File: config.mk
export PLATFORM = sky130hd
export DESIGN_NAME = sa_autosa_sdp_rd_arb
export DESIGN_NICKNAME = d
export VERILOG_FILES = /design/src/rtl/sa_autosa_sdp_rd_arb.sv
export SDC_FILE = /design/constraint.sdc
export NUM_CORES = 1
export LEC_CHECK = 0
export BUFFER_PORTS_ARGS = -buffer_cell sky130_fd_sc_hd__buf_2
export CAP_MARGIN = 10
export CORE_MARGIN = 5
export CORE_UTILIZATION = 46
export DETAILED_ROUTE_END_ITERATION = 16
export GPL_TIMING_DRIVEN = 0
export PLACE_DENSITY_LB_ADDON = 0.25
export SKIP_CTS_REPAIR_TIMING = 1
export SLEW_MARGIN = 25
export SYNTH_ARGS = -nofsm -noshare
export SYNTH_HDL_FRONTEND = slang
export SYNTH_SLANG_ARGS = --single-unit
File: constraint.sdc
create_clock -name autosa_core_clk -period 11 [get_ports autosa_core_clk]
set_clock_uncertainty 0.15 [all_clocks]
set_input_delay 2.2 -clock autosa_core_clk [delete_from_list [all_inputs] [get_ports autosa_core_clk]]
set_output_delay 2.2 -clock autosa_core_clk [all_outputs]
set_load 0.005 [all_outputs]
File: src/rtl/sa_autosa_sdp_rd_arb.sv
// sa_autosa_sdp_rd_arb
//  Merges the mrdma(0)/brdma(1)/nrdma(2) SDP read-request streams onto a single
//  MCIF read port with round-robin arbitration. An in-order tag FIFO remembers
//  {requester id, size} for every granted request so the MCIF response beats
//  can be steered back to their owner with no added latency.
//
//  Optional feature macro: SA_AUTOSA_RD_ARB_STALL_CNT_EN
//   When defined, adds stall_cnt_clr / stall_cnt: one saturating 32-bit counter
//   per requester, counting cycles where req_valid[i] & !req_ready[i].
//
//  Handshake rule for every valid/ready pair in this block: a transfer happens
//  on a rising clock edge where valid and ready are both 1; a producer holding
//  valid keeps its payload stable until that edge. req_ready and
//  mcif2arb_rd_rsp_ready may depend combinationally on the matching valid.
module sa_autosa_sdp_rd_arb #(
  parameter int AW        = 32,
  parameter int SW        = 15,
  parameter int RSP_W     = 65,
  parameter int ORD_DEPTH = 8
) (
  input  logic                   autosa_core_clk,
  input  logic                   autosa_core_rstn,
  input  logic [2:0]             req_valid,
  output logic [2:0]             req_ready,
  input  logic [3*(AW+SW)-1:0]   req_pd,
  output logic                   arb2mcif_rd_req_valid,
  input  logic                   arb2mcif_rd_req_ready,
  output logic [AW+SW-1:0]       arb2mcif_rd_req_pd,
  input  logic                   mcif2arb_rd_rsp_valid,
  output logic                   mcif2arb_rd_rsp_ready,
  input  logic [RSP_W-1:0]       mcif2arb_rd_rsp_pd,
  output logic [2:0]             rsp_valid,
  input  logic [2:0]             rsp_ready,
  output logic [RSP_W-1:0]       rsp_pd,
  output logic                   ord_full,
  output logic                   ord_empty
`ifdef SA_AUTOSA_RD_ARB_STALL_CNT_EN
  ,
  input  logic                   stall_cnt_clr,
  output logic [3*32-1:0]        stall_cnt
`endif
);

  localparam int PW  = AW + SW;
  localparam int TW  = 2 + SW;
  localparam int OAW = $clog2(ORD_DEPTH);

  // Request side
  logic [1:0]    ptr;
  logic [1:0]    win_id;
  logic          win_found;
  logic          can_grant;
  logic          grant;
  logic [PW-1:0] win_pd;
  logic          out_valid;
  logic [PW-1:0] out_pd;

  // Tag FIFO
  logic [TW-1:0] ord_mem [ORD_DEPTH];
  logic [OAW:0]  wr_ptr;
  logic [OAW:0]  rd_ptr;
  logic [TW-1:0] head;
  logic [1:0]    head_id;
  logic [SW-1:0] head_size;

  // Response side
  logic [SW:0]   beat_cnt;
  logic          head_ready;
  logic          rsp_fire;
  logic          last_beat;

  assign ord_empty = (wr_ptr == rd_ptr);
  assign ord_full  = (wr_ptr[OAW] != rd_ptr[OAW]) &&
                     (wr_ptr[OAW-1:0] == rd_ptr[OAW-1:0]);

  // A grant needs room in the output register and a free tag slot; a pop in
  // the same cycle does not free the slot early.
  assign can_grant = (!out_valid || arb2mcif_rd_req_ready) && !ord_full;
  assign grant     = can_grant && win_found;

  // Round-robin search starting at ptr
  always_comb begin
    logic [2:0] cand;
    win_found = 1'b0;
    win_id    = ptr;
    for (int k = 0; k < 3; k++) begin
      cand = {1'b0, ptr} + 3'(k);
      if (cand >= 3'd3) cand = cand - 3'd3;
      if (!win_found && req_valid[cand[1:0]]) begin
        win_found = 1'b1;
        win_id    = cand[1:0];
      end
    end
  end

  // Winner payload and one-hot accept
  always_comb begin
    win_pd    = '0;
    req_ready = 3'b000;
    case (win_id)
      2'd0:    win_pd = req_pd[0*PW +: PW];
      2'd1:    win_pd = req_pd[1*PW +: PW];
      default: win_pd = req_pd[2*PW +: PW];
    endcase
    if (grant) req_ready = 3'b001 << win_id;
  end

  // Pointer update and single output register stage
  always_ff @(posedge autosa_core_clk or negedge autosa_core_rstn) begin
    if (!autosa_core_rstn) begin
      ptr       <= 2'd0;
      out_valid <= 1'b0;
      out_pd    <= '0;
    end else begin
      if (grant) begin
        ptr       <= (win_id == 2'd2) ? 2'd0 : win_id + 2'd1;
        out_valid <= 1'b1;
        out_pd    <= win_pd;
      end else if (arb2mcif_rd_req_ready) begin
        out_valid <= 1'b0;
      end
    end
  end

  assign arb2mcif_rd_req_valid = out_valid;
  assign arb2mcif_rd_req_pd    = out_pd;

  // Tag storage; contents need no reset because the pointers define validity
  always_ff @(posedge autosa_core_clk) begin
    if (grant) ord_mem[wr_ptr[OAW-1:0]] <= {win_id, win_pd[PW-1:AW]};
  end

  assign head      = ord_mem[rd_ptr[OAW-1:0]];
  assign head_id   = head[TW-1:SW];
  assign head_size = head[SW-1:0];

  // Steer the response beat to the head owner
  always_comb begin
    head_ready = 1'b0;
    rsp_valid  = 3'b000;
    case (head_id)
      2'd0:    head_ready = rsp_ready[0];
      2'd1:    head_ready = rsp_ready[1];
      2'd2:    head_ready = rsp_ready[2];
      default: head_ready = 1'b0;
    endcase
    if (mcif2arb_rd_rsp_valid && !ord_empty) rsp_valid = 3'b001 << head_id;
  end

  assign mcif2arb_rd_rsp_ready = !ord_empty && head_ready;
  assign rsp_pd    = mcif2arb_rd_rsp_pd;
  assign rsp_fire  = mcif2arb_rd_rsp_valid && mcif2arb_rd_rsp_ready;
  assign last_beat = (beat_cnt == {1'b0, head_size});

  // FIFO pointers and per-request beat counter
  always_ff @(posedge autosa_core_clk or negedge autosa_core_rstn) begin
    if (!autosa_core_rstn) begin
      wr_ptr   <= '0;
      rd_ptr   <= '0;
      beat_cnt <= '0;
    end else begin
      if (grant) wr_ptr <= wr_ptr + 1'b1;
      if (rsp_fire) begin
        if (last_beat) begin
          rd_ptr   <= rd_ptr + 1'b1;
          beat_cnt <= '0;
        end else begin
          beat_cnt <= beat_cnt + 1'b1;
        end
      end
    end
  end

`ifdef SA_AUTOSA_RD_ARB_STALL_CNT_EN
  logic [31:0] stall_q [3];

  // Saturating stall counters; clear has priority over counting
  always_ff @(posedge autosa_core_clk or negedge autosa_core_rstn) begin
    if (!autosa_core_rstn) begin
      for (int i = 0; i < 3; i++) stall_q[i] <= '0;
    end else begin
      for (int i = 0; i < 3; i++) begin
        if (stall_cnt_clr)
          stall_q[i] <= '0;
        else if (req_valid[i] && !req_ready[i] && (stall_q[i] != 32'hFFFF_FFFF))
          stall_q[i] <= stall_q[i] + 32'd1;
      end
    end
  end

  assign stall_cnt = {stall_q[2], stall_q[1], stall_q[0]};
`endif

endmodule

[Word level (Yosys, flattened, before mapping)]
Memories as Yosys holds them, arrays and structs flattened.
Index checks and enable logic that the tools add are counted.
Word-level totals
  register bits: 74
  RAM bits: 136
  bits of input ports: 216
  output and inout port bits: 122
  logic and storage cells: 75
  memories kept: 1
Memory list
  ord_mem: words 8, bits a word 17, read ports 1, clocked after memory_dff 0, wr ports 1, line 59  | logic [TW-1:0] ord_mem [ORD_DEPTH];
Operators by class
  $add $sub $neg: 9
  order comparisons: 6
  eq/ne operators: 8
  shifts and indexed selects: 2
  muxes and demuxes: 25
  reduce and logical (&&, ||, !) cells: 18
Operators by type and width (number)
  one-hot mux 47 bit (2 select lines): 1
  adder 16 x 1 -> 16 bit, second input constant: 1
  == test 16 x 15 -> 1 bit: 1
  2-to-1 mux 16 bit: 1
  2-to-1 mux 2 bit: 7
  2-to-1 mux 1 bit: 10
  < comparator 2 x 3 -> 1 bit, second input constant: 3
  adder 4 x 1 -> 4 bit, second input constant: 2
  logical AND 1 bit: 8
  binary-select mux 1 bit (select 2 bit): 3
  greater-or-equal comparator 3 x 2 -> 1 bit, second input constant: 2
  2-to-1 mux 3 bit: 2
  left shift 1 x 2 -> 3 bit, first input constant: 2
  subtractor 2 bit, second input constant: 3
  logical NOT 1 bit: 5
  == test 2 x 1 -> 1 bit, second input constant: 2
  == test 2 bit, second input constant: 2
  == test 4 bit: 1
  logical NOT 2 bit: 2
  adder 2 x 1 -> 3 bit, second input constant: 1
  adder 2 x 2 -> 3 bit, second input constant: 1
  == test 3 bit: 1
  one-hot mux 1 bit (3 select lines): 1
  adder 2 x 1 -> 2 bit, second input constant: 1
  other kinds (5): 5

[Longest topological paths before layout]
  depth after elaboration: 14
  depth in mapped cells: 12
  gate-level depth less buffers: 10

[Worst setup path after synthesis]
Ideal clock, no wire load.
  path type: input port to output port
  start: input req_valid[2]
  end: output req_ready[2]
  arrival time: 3747 ps
  setup slack: 4903 ps
  cell stages on the path: 9
  path through: mux2i_1 mux2_2 nand2_1 o22ai_1 nand2b_1 clkbuf_1 clkbuf_1 buf_1 nor2_1
Between the ends
  word-level cells in the longest chain between the ends: 11
  elaborated cells on any way between the ends: 19
Ends and longest elaborated chain
  start, declared: line 23  | input logic [2:0] req_valid,
  binary-select mux 1 bit (select 2 bit): line 89  | if (!win_found && req_valid[cand[1:0]]) begin
  2-to-1 mux 1 bit (implied by the code): line 89
  2-to-1 mux 1 bit: line 89
  logical NOT 1 bit: line 89
  logical AND 1 bit: line 89
  2-to-1 mux 1 bit: line 89
  logical NOT 1 bit: line 89
  logical AND 1 bit: line 89
  2-to-1 mux 2 bit / 2-to-1 mux 1 bit (equally long branches): line 89
  left shift 1 x 2 -> 3 bit / logical AND 1 bit (equally long branches): line 105, 79
  2-to-1 mux 3 bit *: line 105  | if (grant) req_ready = 3'b001 << win_id;
  end, declared: line 24  | output logic [2:0] req_ready,
Mark *: on every way between the ends. The rest lies on a longest branch, timed or not. The select of a mux whose other input is x is not followed.

[Worst setup path after layout]
Ends and elaborated chain as after synthesis.

==> impl_metrics.py <==
metrics = {
    "drt": {
        "first_pass_iters": 5,
        "vias_per_cell": 5.284,
        "wl_per_cell_um": 20.73,
        "first_iter_violations": 429,
        "drc": 0,
        "ant_nets": 0,
        "wl_um": 31160,
        "num_vias": 7942,
    },
    "synthesis": {
        "ys_async_sr_fraction": 0.3524,
        "synth_area_per_cell_um2": 11.72,
        "seq_area_frac_synth": 0.5716,
        "synth_cell_type_count": 53,
        "netlist_instances": 886,
        "syn_nets": 1108,
        "synth_edf_count": 136,
        "synth_ff_type": "edfxtp_1",
        "yosysWarnings": 0,
        "synth_area_um2": 10380,
        "yosys_register_bits": 210,
    },
    "grt": {
        "grt_antenna_before_repair": 8,
        "grt_pass1_wl_um": 46990,
        "grt_use_total": 0.2340,
        "grt_overflow": 0,
        "grt_pass1_vias": 8146,
        "grt_max_degree": 52,
    },
    "sta": {
        "fin_setup_tns_ps": 0,
        "setup_viol": 0,
        "timing.fmax_mhz": 135.0,
        "drv_slew": 0,
        "period_share": 0.6735,
        "rsz0062_at_grt": "false",
        "worstMarginPinSlew_ps": 970.2,
        "period_needed_ps": 7409,
        "hold_violations": 0,
        "slew_headroom": 0.3525,
    },
    "floorplan": {
        "initial_core_util": 0.4629,
        "die-area_um2": 25680,
        "boundaryPins": 338,
        "chipHeight_um": 160.2,
        "core_um2": 22430,
        "die_x_um": 160.2,
        "num_rows": 55,
    },
    "layout": {
        "multi_input_area_um2": 3695,
        "nFillCells": 1850,
        "final-seq-area_um2": 5936,
        "utilization": 0.5836,
        "final_layout_size_suffix_gt1_frac": 0.3715,
        "area_growth_pct": 26.09,
        "nets": 1419,
    },
    "clock_network": {
        "insertion_delay_ps": 510,
        "cts_tree": "yes",
        "clock-root-buffer": "clkbuf_16",
        "cts_max_path_buffers": 3,
        "path_clk_slew_ps": 60,
        "cts_buffers": 23,
        "cts.sink_count": 210,
        "htree_levels": 1,
    },
    "power_and_ir_drop": {
        "total_leakage_power_nw": 5.711,
        "clkPwrFrac": 0.212,
        "p_sw_frac": 0.3882,
        "p_int_w": 0.002379,
        "vdd_drop_max_mv": 0.2318,
        "pwr-share-comb": 0.428,
        "pwr-share-seq": 0.359,
        "switchingPower_w": 0.001509,
        "powerDensity_nw_per_um2": 297.0,
    },
    "setup_path": {
        "cp-end-kind": "output port",
        "r2r_cells": 14,
        "r2r_slack_ps": 6560,
        "cp-start-kind": "input port",
        "rr_startpoint": "ptr[1]",
        "crit_type": "input port to output port",
        "required_ps": 8650,
        "rr_endpoint": "ord_mem[1][11]",
        "arrival_ps": 5060,
        "path_max_fanout": 10,
    },
    "place": {
        "place_congestion": 0.9290,
        "hpwl_um": 23610,
        "port_buffers": 272,
    },
    "hold_path": {
        "min_delay_path_depth": 2,
        "hold_end": "arb2mcif_rd_req_pd[15]",
        "holdCritPathClass": "register to register",
        "min_from": "arb2mcif_rd_req_pd[15]",
    },
    "job": {
        "drv_cap": 0,
    },
    "status": {
        "status": "complete, no violations",
    },
}
## critical path, cell delays in order
cell and delay, ps:
buf_2 120, mux2i_1 240, mux2_2 250, nand2_1 80, o22ai_1 260, nand2b_1 170
clkbuf_1 320, clkbuf_1 480, buf_1 660, nor2_1 100, buf_2 170
## cells in the final DEF (no fill, tap or decap), drive strengths merged, types with 10 or more instances in the layout
cell | Yosys | routed
buf | 87 | 373
xnor2 | 18 | 18
edfxtp | 136 | 136
o31ai | 47 | 47
mux2 | 13 | 13
dfrtp | 74 | 74
xor2 | 12 | 12
o22ai | 10 | 10
mux4 | 22 | 22
nand3 | 11 | 11
clkbuf | 28 | 56
nor3 | 11 | 11
and3 | 55 | 55
mux2i | 31 | 31
nand2 | 163 | 163
inv | 10 | 12
nor2 | 86 | 86
## cells by family (layout without fill, tap and decap cells)
group / Yosys count / after routing / share of synthesized area
adder cells (fa/ha/maj): 6 / 6 / 0.007230
buffers and inverters: 125 / 453 / 0.07652
flip-flops: 210 / 210 / 0.5716
XOR/XNOR: 30 / 30 / 0.02603
multiplexers: 66 / 66 / 0.09471
other: 0 / 4 / 0
AO/OA/AOI/OAI: 87 / 87 / 0.06049
AND/OR/NAND/NOR: 362 / 362 / 0.1634
## synth_stat cells, drive strengths merged (2+ instances only)
master,count,share of area
nor4,2,0.0027
edfxtp,136,0.39
xor2,12,0.011
o21ai,8,0.0039
nor2,86,0.031
dfrtp,74,0.18
nand2,163,0.059
and4,3,0.0025
mux4,22,0.050
nand4,7,0.0071
a21o,5,0.0036
o22ai,10,0.0060
clkbuf,28,0.010
xnor2,18,0.015
o31ai,47,0.034
and3,55,0.033
nor3,11,0.0064
nor2b,4,0.0024
inv,10,0.0036
buf,87,0.063
a22o,3,0.0025
a22oi,2,0.0014
a221oi,2,0.0017
or3,4,0.0024
and2,3,0.0018
a2bb2oi,3,0.0025
ha,6,0.0072
nand2b,8,0.0055
a21oi,2,0.00096
o211ai,2,0.0014
mux2i,31,0.031
mux2,13,0.014
nand3b,2,0.0014
nand3,11,0.0053
## layer usage
layer / part of all wire / GRT usage / vias up
li1: - / - / 3735
met1: 0.38 / 0.2845 / 3827
met2: 0.50 / 0.4039 / 305
met3: 0.082 / 0.06839 / 67
met4: 0.029 / 0.07274 / 8
met5: 0.0019 / 0 / -
## layout make-up
| type | instances | share of cell area |
|---|---|---|
| diodes | 4 | 0.0007645 |
| plain buffers | 115 | 0.05782 |
| clock buffers | 28 | 0.04616 |
| clock inverters | 14 | 0.01539 |
| inverters | 10 | 0.002867 |
| multi-input cells | 551 | 0.2822 |
| flip-flops and latches | 210 | 0.4534 |
| well taps | 285 | 0.02724 |
| repair buffers | 286 | 0.1142 |
## per-stage QoR
step | hold WS (ps) | std cells | instance area (um^2) | worst slack, ps | power (W)
after floorplan | 311.9 | 886 | 10380 | 4903 | 0.002424
after global placement | 308.4 | 1443 | 12100 | 3586 | 0.002991
after detailed placement | 315.4 | 1457 | 12280 | 3792 | 0.003059
after CTS | 329.8 | 1499 | 13080 | 3644 | 0.003895
after global routing | 357.9 | 1502 | 13090 | 3491 | 0.004123
final | 327.0 | 1503 | 13090 | 3591 | 0.003889
## worst max-delay path by stage
stage / startpoint / endpoint / slack (ps) / cells past startpoint
3_5_place_dp: req_valid[2] / req_ready[2] / 3790 / 11
2_1_floorplan: req_valid[2] / req_ready[2] / 4900 / 9
3_3_place_gp: req_valid[1] / ord_mem[0][7] / 3590 / 8
4_1_cts: req_valid[2] / req_ready[2] / 3640 / 11
5_1_grt: req_valid[2] / req_ready[2] / 3490 / 11
6_report: req_valid[2] / req_ready[2] / 3590 / 11
## flip-flops by register name, indices dropped and copies added, names as in the netlist
signal,cells
rd_ptr,4
wr_ptr,4
ord_mem,136
arb2mcif_rd_req_valid,1
beat_cnt,16
arb2mcif_rd_req_pd,47
ptr,2
## power by group through the flow
stage	registers [W]	clock network, W	logic (W)
after floorplan	0.00139	0	0.00103
after global placement	0.00140	0	0.00159
after detailed placement	0.00140	0	0.00165
after CTS	0.00140	0.000833	0.00167
after global routing	0.00142	0.000869	0.00184
final	0.00140	0.000826	0.00167
Note: power is estimated with default switching activity, not from simulation.
